--- src/rtl/ycbcr_skin_box.sv ---
// Skin-tone classifier on a YCbCr pixel stream.
// Produces a 1-cycle-delayed skin mask with matching sync/enable timing.
// Also tracks a per-frame bounding box and pixel count of the skin pixels.
// Results are published as a single-cycle pulse at each frame start.
module ycbcr_skin_box #(
    parameter int X_W     = 11,
    parameter int Y_W     = 11,
    parameter int CNT_W   = 21,
    parameter int CB_MIN  = 77,
    parameter int CB_MAX  = 127,
    parameter int CR_MIN  = 133,
    parameter int CR_MAX  = 173,
    parameter int MIN_PIX = 64
) (
    input  logic             clk,
    input  logic             rst_n,
    input  logic [7:0]       i_y_8b,
    input  logic [7:0]       i_cb_8b,
    input  logic [7:0]       i_cr_8b,
    input  logic             i_h_sync,
    input  logic             i_v_sync,
    input  logic             i_data_en,
    output logic             o_mask,
    output logic             o_h_sync,
    output logic             o_v_sync,
    output logic             o_data_en,
    output logic             o_box_valid,
    output logic             o_box_found,
    output logic [X_W-1:0]   o_x_min,
    output logic [X_W-1:0]   o_x_max,
    output logic [Y_W-1:0]   o_y_min,
    output logic [Y_W-1:0]   o_y_max,
    output logic [CNT_W-1:0] o_pix_cnt
);

    localparam logic [7:0]       CB_LO   = 8'(CB_MIN);
    localparam logic [7:0]       CB_HI   = 8'(CB_MAX);
    localparam logic [7:0]       CR_LO   = 8'(CR_MIN);
    localparam logic [7:0]       CR_HI   = 8'(CR_MAX);
    localparam logic [CNT_W-1:0] PIX_THR = CNT_W'(MIN_PIX);

    // Luma is not used by the window classifier.
    logic unused_y;
    assign unused_y = ^i_y_8b;

    logic             v_prev_q, de_prev_q;
    logic [X_W-1:0]   x_q, x_d;
    logic [Y_W-1:0]   y_q, y_d, y_cur;
    logic [X_W-1:0]   xmin_q, xmin_d, xmax_q, xmax_d;
    logic [Y_W-1:0]   ymin_q, ymin_d, ymax_q, ymax_d;
    logic [CNT_W-1:0] cnt_q, cnt_d;
    logic             skin, frame_start;

    logic             mask_q, hs_q, vs_q, de_q, bvalid_q, bfound_q;
    logic [X_W-1:0]   bxmin_q, bxmax_q;
    logic [Y_W-1:0]   bymin_q, bymax_q;
    logic [CNT_W-1:0] bcnt_q;

    // Pixel classification, frame start detection and the row seen by this pixel
    always_comb begin
        skin = i_data_en &&
               (i_cb_8b >= CB_LO) && (i_cb_8b <= CB_HI) &&
               (i_cr_8b >= CR_LO) && (i_cr_8b <= CR_HI);
        frame_start = i_v_sync && !v_prev_q;
        // A pixel arriving on the frame-start cycle already belongs to row 0.
        y_cur = frame_start ? '0 : y_q;
    end

    // Column/row counters: column runs during data_en, row advances at end of line
    always_comb begin
        x_d = x_q;
        y_d = y_q;
        if (!i_data_en) begin
            x_d = '0;
        end else if (x_q != '1) begin
            x_d = x_q + 1'b1;
        end
        if (frame_start) begin
            y_d = '0;
        end else if (de_prev_q && !i_data_en && (y_q != '1)) begin
            y_d = y_q + 1'b1;
        end
    end

    // Tracker update: re-init on frame start, then fold in the current skin pixel
    always_comb begin
        xmin_d = xmin_q;
        xmax_d = xmax_q;
        ymin_d = ymin_q;
        ymax_d = ymax_q;
        cnt_d  = cnt_q;
        if (frame_start) begin
            xmin_d = '1;
            xmax_d = '0;
            ymin_d = '1;
            ymax_d = '0;
            cnt_d  = '0;
        end
        if (skin) begin
            if (x_q < xmin_d)   xmin_d = x_q;
            if (x_q > xmax_d)   xmax_d = x_q;
            if (y_cur < ymin_d) ymin_d = y_cur;
            if (y_cur > ymax_d) ymax_d = y_cur;
            if (cnt_d != '1)    cnt_d  = cnt_d + 1'b1;
        end
    end

    // Counter, history and tracker state registers
    always_ff @(posedge clk or negedge rst_n) begin
        if (!rst_n) begin
            v_prev_q  <= 1'b0;
            de_prev_q <= 1'b0;
            x_q       <= '0;
            y_q       <= '0;
            xmin_q    <= '1;
            xmax_q    <= '0;
            ymin_q    <= '1;
            ymax_q    <= '0;
            cnt_q     <= '0;
        end else begin
            v_prev_q  <= i_v_sync;
            de_prev_q <= i_data_en;
            x_q       <= x_d;
            y_q       <= y_d;
            xmin_q    <= xmin_d;
            xmax_q    <= xmax_d;
            ymin_q    <= ymin_d;
            ymax_q    <= ymax_d;
            cnt_q     <= cnt_d;
        end
    end

    // Output stage: delayed mask/timing and box results latched at frame start
    always_ff @(posedge clk or negedge rst_n) begin
        if (!rst_n) begin
            mask_q   <= 1'b0;
            hs_q     <= 1'b0;
            vs_q     <= 1'b0;
            de_q     <= 1'b0;
            bvalid_q <= 1'b0;
            bfound_q <= 1'b0;
            bxmin_q  <= '0;
            bxmax_q  <= '0;
            bymin_q  <= '0;
            bymax_q  <= '0;
            bcnt_q   <= '0;
        end else begin
            mask_q   <= skin;
            hs_q     <= i_h_sync;
            vs_q     <= i_v_sync;
            de_q     <= i_data_en;
            bvalid_q <= frame_start;
            if (frame_start) begin
                bfound_q <= (cnt_q >= PIX_THR);
                bxmin_q  <= xmin_q;
                bxmax_q  <= xmax_q;
                bymin_q  <= ymin_q;
                bymax_q  <= ymax_q;
                bcnt_q   <= cnt_q;
            end
        end
    end

    assign o_mask      = mask_q;
    assign o_h_sync    = hs_q;
    assign o_v_sync    = vs_q;
    assign o_data_en   = de_q;
    assign o_box_valid = bvalid_q;
    assign o_box_found = bfound_q;
    assign o_x_min     = bxmin_q;
    assign o_x_max     = bxmax_q;
    assign o_y_min     = bymin_q;
    assign o_y_max     = bymax_q;
    assign o_pix_cnt   = bcnt_q;

endmodule

--- config.mk ---
export PLATFORM = sky130hd
export DESIGN_NAME = ycbcr_skin_box
export DESIGN_NICKNAME = d
export VERILOG_FILES = /design/src/rtl/ycbcr_skin_box.sv
export SDC_FILE = /design/constraint.sdc
export NUM_CORES = 1
export LEC_CHECK = 0
export ABC_AREA = 1
export BUFFER_PORTS_ARGS = -buffer_cell sky130_fd_sc_hd__buf_4
export CORE_ASPECT_RATIO = 0.6
export CORE_MARGIN = 5
export CORE_UTILIZATION = 59
export DETAILED_ROUTE_END_ITERATION = 16
export PLACE_DENSITY = 0.77
export SKIP_LAST_GASP = 1
export SLEW_MARGIN = 20
export SYNTH_ARGS = -nofsm -noshare
export SYNTH_HDL_FRONTEND = slang
export SYNTH_SLANG_ARGS = --single-unit
--- constraint.sdc ---
create_clock -name clk -period 3.1 [get_ports clk]
set_clock_uncertainty 0.2 [all_clocks]
set_input_delay 0.31 -clock clk [delete_from_list [all_inputs] [get_ports clk]]
set_output_delay 0.31 -clock clk [all_outputs]
set_load 0.02 [all_outputs]
# Word-level counts from Yosys, hierarchy flattened
# Index checks and enable logic that the tools add are counted.
# W data, S select, Z words.
dict set report totals {
  ff_bits 158
  input_bits 29
  out_inout_bits 71
  wordCells 64
}
dict set report classes {
  add_sub_neg 3
  n_lt_le_gt_ge 9
  eq_ne 4
  mux 20
  reduce_logical 10
}
# cell n
set op_table {}
lappend op_table {{$mux W11} 17}
lappend op_table {{$mux W21} 3}
lappend op_table {{$add A11 B1 Y11 const B} 2}
lappend op_table {{$gt A11 B11 Y1} 2}
lappend op_table {{$lt A11 B11 Y1} 2}
lappend op_table {{$ne A11 B11 Y1 const B} 2}
lappend op_table {{$add A21 B1 Y21 const B} 1}
lappend op_table {{$ge A21 B7 Y1 const B} 1}
lappend op_table {{$ne A21 B21 Y1 const B} 1}
lappend op_table {{$ge A8 B7 Y1 const B} 1}
lappend op_table {{$ge A8 B8 Y1 const B} 1}
lappend op_table {{$le A8 B7 Y1 const B} 1}
lappend op_table {{$le A8 B8 Y1 const B} 1}
lappend op_table {{$logic_and A1 B1 Y1} 7}
lappend op_table {{$logic_not A1 Y1} 2}
lappend op_table {{$ne A2 B1 Y1 const B} 1}
lappend op_table {{$reduce_bool A2 Y1} 1}

# Longest topological paths before layout
# Gate-level depths: netlist of run 1.
dict set report logic_depth {
  depth_word 6
  mapped_depth 17
  ltp_nobuf 14
}

# Least setup slack after synthesis of run 1
# Ideal clock, no wire load.
dict set report synth_path {
  kind {register to register}
  startpoint {register, netlist name o_v_sync}
  endpoint {register xmax_q[2]}
  setup_ns 0.134
  t_arrival_ns 2.396
  required_ns 2.766
  setup_slack_ns 0.369
  stages_incl_launch_ff 14
  n_path_buf 4
  synth_period_minus_slack_ns 2.731
  path_cell_list {dfrtp_1 > nor2_4 > buf_4 > buf_2 > buf_2 > nor2_1 > inv_1 > ha_1 > nand2_1 > nor4_1 > nand3_1 > nand3_1 > clkbuf_1 > o21ai_0}
}
# item line
set synth_lines {}
lappend synth_lines {{end signal: assignment} 126} ;# xmax_q <= xmax_d;
lappend synth_lines {{end: declaration} 49} ;# logic [X_W-1:0] xmin_q, xmin_d, xmax_q, xmax_d;

# Final worst setup path of run 1
dict set report layout_path {
  startpoint {input port i_v_sync}
  endpoint {register ymin_q[6]}
}
dict set report layout_via {
  elab_chain_len 5
  elab_cells_between_ends 6
  classes_between {order compare (1); mux (4); reduce/logical (1)}
}
# item line
set layout_lines {}
lappend layout_lines {{start: declaration} 21} ;# input logic i_v_sync,
lappend layout_lines {{$logic_and A1 B1 Y1 (*)} 64} ;# frame_start = i_v_sync && !v_prev_q;
lappend layout_lines {{$mux W11, on equally long branches} {66, 92}}
lappend layout_lines {{$lt A11 B11 Y1} 102} ;# if (y_cur < ymin_d) ymin_d = y_cur;
lappend layout_lines {{$mux W11} 102}
lappend layout_lines {{$mux W11 (*)} 99} ;# if (skin) begin
lappend layout_lines {{named net ymin_d[6]} 50} ;# logic [Y_W-1:0] ymin_q, ymin_d, ymax_q, ymax_d;
lappend layout_lines {{end signal: assignment} 127} ;# ymin_q <= ymin_d;
lappend layout_lines {{end: declaration} 50}
# The timed path passes the listed nets; every way through them passes the cells marked *.
# A chain may end at the register's enable or synchronous reset.

==> results of run 1 <==
## power groups by stage
stage / Clock, mW / Combinational, mW / Sequential, mW
final: 2.18 / 0.504 / 2.19
after global routing: 2.30 / 0.560 / 2.20
after CTS: 2.21 / 0.501 / 2.19
after detailed placement: 0 / 0.493 / 2.23
after global placement: 0 / 0.482 / 2.23
after floorplan: 0 / 0.221 / 2.28
## kinds of logic after synthesis
| logic type | count (synthesis) | share of synthesized area [%] |
|---|---|---|
| buffers and inverters | 182 | 8.69 |
| xor gates and xnor gates | 3 | 0.301 |
| DFF | 158 | 45.5 |
| adders and majority gates | 41 | 5.87 |
| and+or+nand+nor | 621 | 31.3 |
| AOI/OAI and AO/OA | 139 | 8.36 |
## through the flow
stage | setup slack [ps] | util, % | area [µm²] | hold slack (ps)
6_report | 201 | 71.5 | 10400 | 223
5_1_grt | 7.41 | 71.5 | 10400 | 236
4_1_cts | 122 | 71.2 | 10300 | 218
3_5_place_dp | 251 | 66.8 | 9680 | 192
3_3_place_gp | 291 | 66.8 | 9680 | 187
2_1_floorplan | 369 | - | 8740 | -186
## worst min-delay path by stage
stage,end,start,cells after the start
after detailed placement,o_h_sync$_DFF_PN0_,rst_n,1
final,o_mask$_DFF_PN0_,i_cr_8b[6],5
after CTS,o_mask$_DFF_PN0_,i_cr_8b[6],5
after global placement,o_h_sync$_DFF_PN0_,rst_n,1
after global routing,o_mask$_DFF_PN0_,i_cb_8b[7],5
after floorplan,cnt_q[0]$_DFF_PN0_,rst_n,0
## worst min-delay path, stage by stage
cell and delay (ps):
buf_4 70, nor2_1 30, nand3_1 110, nor2_4 90, buf_4 180
## area by class of cell
type	instances	share of cell area [%]
clock inverters	14	1.65
clock buffers	18	4.24
inverters	139	5.03
multi-input cells	804	38.7
repair buffers	121	9.54
well taps	198	2.39
flip-flops and latches	158	38.4
## state kept, by name, indices dropped and copies added, names as in the netlist
register     count
x_q             11
o_box_found      1
o_h_sync         1
o_x_max         11
o_mask           1
xmax_q          11
o_y_max         11
cnt_q           21
o_box_valid      1
ymin_q          11
y_q             11
o_y_min         11
o_pix_cnt       21
xmin_q          11
o_v_sync         1
o_x_min         11
ymax_q          11
o_data_en        1
## synthesized netlist by cell type (all sizes together)
library cell	n	area (µm²)
a21oi	26	141
nor2	117	494
nand2	374	1430
ha	41	513
o21a	1	7.51
and3	2	12.5
xnor2	1	8.76
a31oi	3	18.8
buf	33	199
nor4	5	31.3
dfrtp	136	3400
xor2	2	17.5
nor3	11	60.1
nand4	32	206
nand3	71	420
o21ai	104	524
o211ai	1	7.51
inv	139	522
nor3b	1	12.5
or2	5	31.3
a41oi	1	8.76
dfstp	22	578
clkbuf	10	38.8
o21bai	2	15.0
o31ai	1	7.51
nand3b	3	35.0
## what timing repair did
item	in CTS	in global routing
resized for setup	0	2
setup endpoints to repair	0	31
setup buffers	0	1
hold buffers	4	0
hold endpoints to repair	68	0
## per-layer routing
layer  routed length, µm  vias to the layer above  share of wire (%)  track usage (%)
met2                9380                      339                 41             38.1
li1                    -                     3849                  -                -
met4                 299                        0                1.3             6.43
met3                2440                       31                 11             6.68
met5                   0                        -                  0                0
met1               10600                     3647                 47             39.9
## cell usage in the layout, fill, tap and decap left out, drive strengths merged, types with 2 or more instances in the layout
master / n
nand2: 374
inv: 147
dfrtp: 136
buf: 117
nor2: 117
o21ai: 104
nand3: 71
ha: 41
nand4: 32
a21oi: 26
dfstp: 22
clkbuf: 18
nor3: 11
nor4: 5
or2: 5
dlygate4sd3: 4
a31oi: 3
clkinv: 3
nand3b: 3
o21bai: 2
xor2: 2
and3: 2
bufinv: 2
==> impl_metrics.csv, run 1 <==
group,metric,value,unit
status,status,"finished clean",
global_route,grt_antenna_before_repair,0,
setup_path,reg2reg_to,"cnt_q[13]$_DFF_PN0_",
timing,finalHoldViolations,0,
global_route,grt_max_degree,76,
clock_tree,cts_tree,"yes",
power,seqPwrFrac,44.9,%
detailed_routing,post_drt_wl_per_cell,15.6,µm
floorplanning,core_area,0.0145,mm²
synth,syn_area_per_cell,7.64,µm²
timing,drv_slew,0,
global_route,grt_use_total,26.4,%
setup_path,critical_path.cell_chain,"dlygate4sd3_1 > buf_4 > inv_2 > nor2_4 > buf_4 > nor2_1 > ha_1 > nand2_1 > nor2_1 > nand3_1 > nand4_2 > nand2_1 > nand2_1",
setup_path,crit_top_cell,"nand2_1",
global_route,grt_pass1_vias,7526,
placed_design,place_congestion,1.00,
floorplanning,pin_count,100,
layout,fillers,1162,
power,vdd_drop_max,0.000341,V
setup_path,cp_num_buf_inv,4,
timing,period_minus_slack,2900,ps
setup_path,path_max_fanout,23,
global_route,grt_pass1_wl,37.9,mm
layout,regArea,0.00398,mm²
clock_tree,clk_pin_slew,70,ps
timing,rsz0062_at_grt,"false",
clock_tree,clk_latency,430,ps
timing,relSlewSlack,51.3,%
layout,n_antenna_cell,0,
setup_path,critPathMaxStageDelay,530,ps
detailed_routing,wl,22.7,mm
worst_hold_path,hp-class,"in2reg",
layout,synthToLayoutAreaGrowth,18.5,%
detailed_routing,drt_iter0_markers,891,
setup_path,crit_family,"simple AND/OR/NAND/NOR gates",
setup_path,r2r-start,"o_v_sync$_DFF_PN0_",
clock_tree,cts.sinks,158,
timing,finalSetupTns,0,ps
power,pwr-share-comb,10.3,%
layout,multiInputGateArea,0.00402,mm²
floorplanning,die_h,104,µm
power,switchingPower,1.32,mW
setup_path,crit_path_top_delay_cell,"dlygate4sd3_1",
timing,fmax,345,MHz
clock_tree,clock-root-buffer,"clkbuf_16",
layout,drive_gt1_share,17.3,%
synth,ys_ff_latch,158,
run,cap_violations,0,
synth,netlist_instances,1144,
power,swShare,27.0,%
detailed_routing,dr_total_vias,7866,
layout,fin_cells,1452,
setup_path,crit_path_end_kind,"flip-flop",
setup_path,startpoint_type,"primary input",
synth,ys_seq_area_share,45.5,%
synth,yosys_warnings,0,
timing,worst_slew_pin_slew,731,ps
setup_path,crit_type,"in2reg",
timing,setup_violations,0,
clock_tree,cts_buffer_depth,2,
power,p_per_area,471,mW/mm²
setup_path,ff2ff_setup_slack,310,ps
synth,yosysUniqueCellTypes,44,
setup_path,critical_path_arrival,3070,ps
synth,syn-num-nets,1214,
setup_path,required,3270,ps
floorplanning,die_w,167,µm
placed_design,dp_hpwl,16.4,mm
setup_path,worst-path-stages,13,
placed_design,placed_cells,1415,
clock_tree,htreeDepth,4,
detailed_routing,ant_nets,0,
placed_design,io_buffers,91,
power,fin_total_pwr,4.88,mW
detailed_routing,drt_pass1_iterations,5,
setup_path,crit_path_start,"i_v_sync",
setup_path,r2r.worst_path.cells,11,
global_route,grt-ovfl-total,0,
power,internal-power,3.57,mW
detailed_routing,post_drt_via_cell_ratio,5.42,
detailed_routing,drc,0,
layout,final_nets,1311,
synth,netlist_area,0.00874,mm²
timing,min_period_over_period,93.5,%
clock_tree,cts_made_buffers,17,
floorplanning,dieArea,0.0174,mm²
floorplanning,initial_core_util,60.3,%
floorplanning,row_count,34,
setup_path,cp-endpoint,"ymin_q[6]$_DFF_PN1_",
power,clockPowerShare,44.7,%
power,leakage,5.08,nW
Power figures use the tool's default switching activity.
==> run 2, diff against run 1 <==
- CORE_UTILIZATION: 59 -> 55
- CTS_BUF_LIST: not set -> sky130_fd_sc_hd__clkbuf_4
- PLACE_DENSITY: 0.77 -> 0.76
- clock period: 3.1 -> 2.6 ns (I/O delays scaled with it)
==> impl_metrics.csv, run 2 (synthesized netlist as in run 1, its figures left out) <==
group,metric,value,unit
status,status,"finished with violations",
status,violations,"setup timing",
global_route,grt_pass1_wl,36.9,mm
clock_tree,cts_tree,"yes",
timing,fmax,381,MHz
global_route,grt_use_total,24.2,%
timing,setup_ws,-26.1,ps
clock_tree,cts.sinks,158,
layout,multiInputGateArea,0.00432,mm²
layout,regArea,0.00398,mm²
placed_design,io_buffers,91,
setup_path,startpoint_type,"flip-flop",
detailed_routing,dr_total_vias,8183,
timing,finalHoldViolations,0,
power,fin_total_pwr,4.77,mW
clock_tree,clock-root-buffer,"clkbuf_4",
layout,post-route-util,69.5,%
detailed_routing,drt_pass1_iterations,5,
floorplanning,initial_core_util,56.6,%
setup_path,ff2ff_setup_slack,-30,ps
floorplanning,row_count,35,
layout,n_antenna_cell,0,
global_route,grt_antenna_before_repair,0,
timing,setup_violations,6,
clock_tree,cts_buffer_depth,2,
timing,period_minus_slack,2630,ps
layout,final_area,0.0107,mm²
timing,relSlewSlack,36.5,%
layout,layout_common_cells,"nand2_1, dfrtp_1, inv_1",
power,leakage,5.18,nW
power,vdd_drop_max,0.000279,V
clock_tree,clk_latency,570,ps
layout,synthToLayoutAreaGrowth,22.8,%
setup_path,required,2920,ps
floorplanning,die_w,173,µm
detailed_routing,post_drt_wl_per_cell,16.3,µm
placed_design,place_congestion,0.925,
setup_path,crit_family,"simple AND/OR/NAND/NOR gates",
timing,worst_slew_pin_slew,950,ps
run,cap_violations,0,
floorplanning,dieArea,0.0186,mm²
global_route,grt_max_degree,85,
timing,rsz0062_at_grt,"true",
setup_path,critical_path_arrival,2950,ps
power,p_per_area,444,mW/mm²
layout,fillers,1234,
worst_hold_path,hp-class,"in2async",
floorplanning,core_area,0.0155,mm²
clock_tree,clk_pin_slew,160,ps
setup_path,crit_path_top_delay_cell,"dfrtp_2",
detailed_routing,drc,0,
setup_path,critical_path.cell_chain,"nor2_4 > buf_12 > buf_8 > buf_12 > nor2_1 > ha_1 > a21oi_1 > nand2_4 > inv_1 > nand4_4 > nand2_1 > nand2_1",
placed_design,dp_hpwl,16.0,mm
layout,final_nets,1347,
setup_path,path_max_fanout,7,
detailed_routing,drt_iter0_markers,808,
clock_tree,cts_made_buffers,17,
setup_path,crit_type,"reg2reg",
timing,min_period_over_period,101,%
floorplanning,die_h,108,µm
floorplanning,pin_count,100,
setup_path,crit_path_end_kind,"flip-flop",
setup_path,cp_num_buf_inv,4,
clock_tree,htreeDepth,4,
setup_path,critPathMaxStageDelay,450,ps
detailed_routing,post_drt_via_cell_ratio,5.48,
layout,drive_gt1_share,22.7,%
timing,drv_slew,0,
detailed_routing,ant_nets,0,
detailed_routing,wl,24.4,mm
placed_design,place_area,0.00979,mm²
layout,final_common_cell,"nand2_1",
global_route,grt_pass1_vias,7375,
global_route,grt-ovfl-total,0,
==> run 2: changes by cell type in the layout (fill, tap and decap cells not counted), sizes merged <==
cell         previous run  this run
a21oi                  26        27
buf                   117       138
bufinv                  2         0
clkbuf                 18        21
clkinv                  3         6
clkinvlp                1         2
dlygate4sd3             4        12
inv                   147       146
nand3                  71        72
nand4                  32        33
==> run 2: worst register-to-register path, stage by stage (launching register included) <==
cell,delay (ps)
dfrtp_2,450
nor2_4,150
buf_12,130
buf_8,130
buf_12,150
nor2_1,80
ha_1,300
a21oi_1,320
nand2_4,130
inv_1,200
nand4_4,170
nand2_1,110
nand2_1,70
==> run 2: metal layers <==
metal | global-route usage, % | vias up | part of all wire [%]
met5 | 0 | - | 0
met4 | 5.33 | 0 | 1.3
met3 | 6.39 | 39 | 10
met2 | 34.7 | 393 | 41
met1 | 36.8 | 3819 | 47
li1 | - | 3932 | -
==> run 2: area by class of cell <==
type                       count  area share, %
clock buffer                  17           1.19
timing repair buffer         154           13.1
clock inverter                15           1.19
tap                          203           2.37
multi-input combinational    807           40.2
sequential                   158           37.1
inverter                     139           4.86
==> run 2: path summary, 6_finish.rpt <==
kind                                      from                     end  cells after the start
setup / recovery            o_v_sync$_DFF_PN0_     ymin_q[6]$_DFF_PN1_                     12
hold / removal                           rst_n     xmin_q[5]$_DFF_PN1_                      2
setup reg to reg            o_v_sync$_DFF_PN0_     ymin_q[6]$_DFF_PN1_                     12
hold reg to reg            xmin_q[3]$_DFF_PN1_  o_x_min[3]$_DFFE_PN0P_                      2
max in group asynchronous                rst_n      o_v_sync$_DFF_PN0_                      3
min in group clk                      i_v_sync  o_x_min[4]$_DFFE_PN0P_                      7
==> run 2: stage by stage <==
stage / setup WS, ps / hold slack (ps) / std cells / setup TNS, ps
2_1_floorplan: 10.5 / -236 / 1144 / 0
4_1_cts: -9.71 / 0.640 / 1474 / -16.5
3_5_place_dp: 33.9 / 27.7 / 1430 / 0
5_1_grt: -113 / 56.1 / 1493 / -2200
3_3_place_gp: 92.9 / 32.3 / 1430 / 0
6_report: -26.1 / 54.0 / 1493 / -75.0
==> run 2: power by group <==
| part | total [mW] | internal [mW] | switching [mW] | leakage, nW |
|---|---|---|---|---|
| registers | 2.61 | 2.56 | 0.0541 | 2.06 |
| clock network | 1.43 | 0.408 | 1.02 | 0.136 |
| logic | 0.728 | 0.290 | 0.439 | 2.98 |
| total | 4.77 | 3.26 | 1.51 | 5.18 |
==> run 2: what timing repair did <==
action / 4_1_cts / 5_1_grt
gates resized for setup: 1 / 83
buffers inserted: 0 / 11
hold endpoints to repair: 161 / 0
endpoints found under the setup margin: 1 / 62
hold buffers: 12 / 0
pin swaps: 0 / 25
cloned: 0 / 8
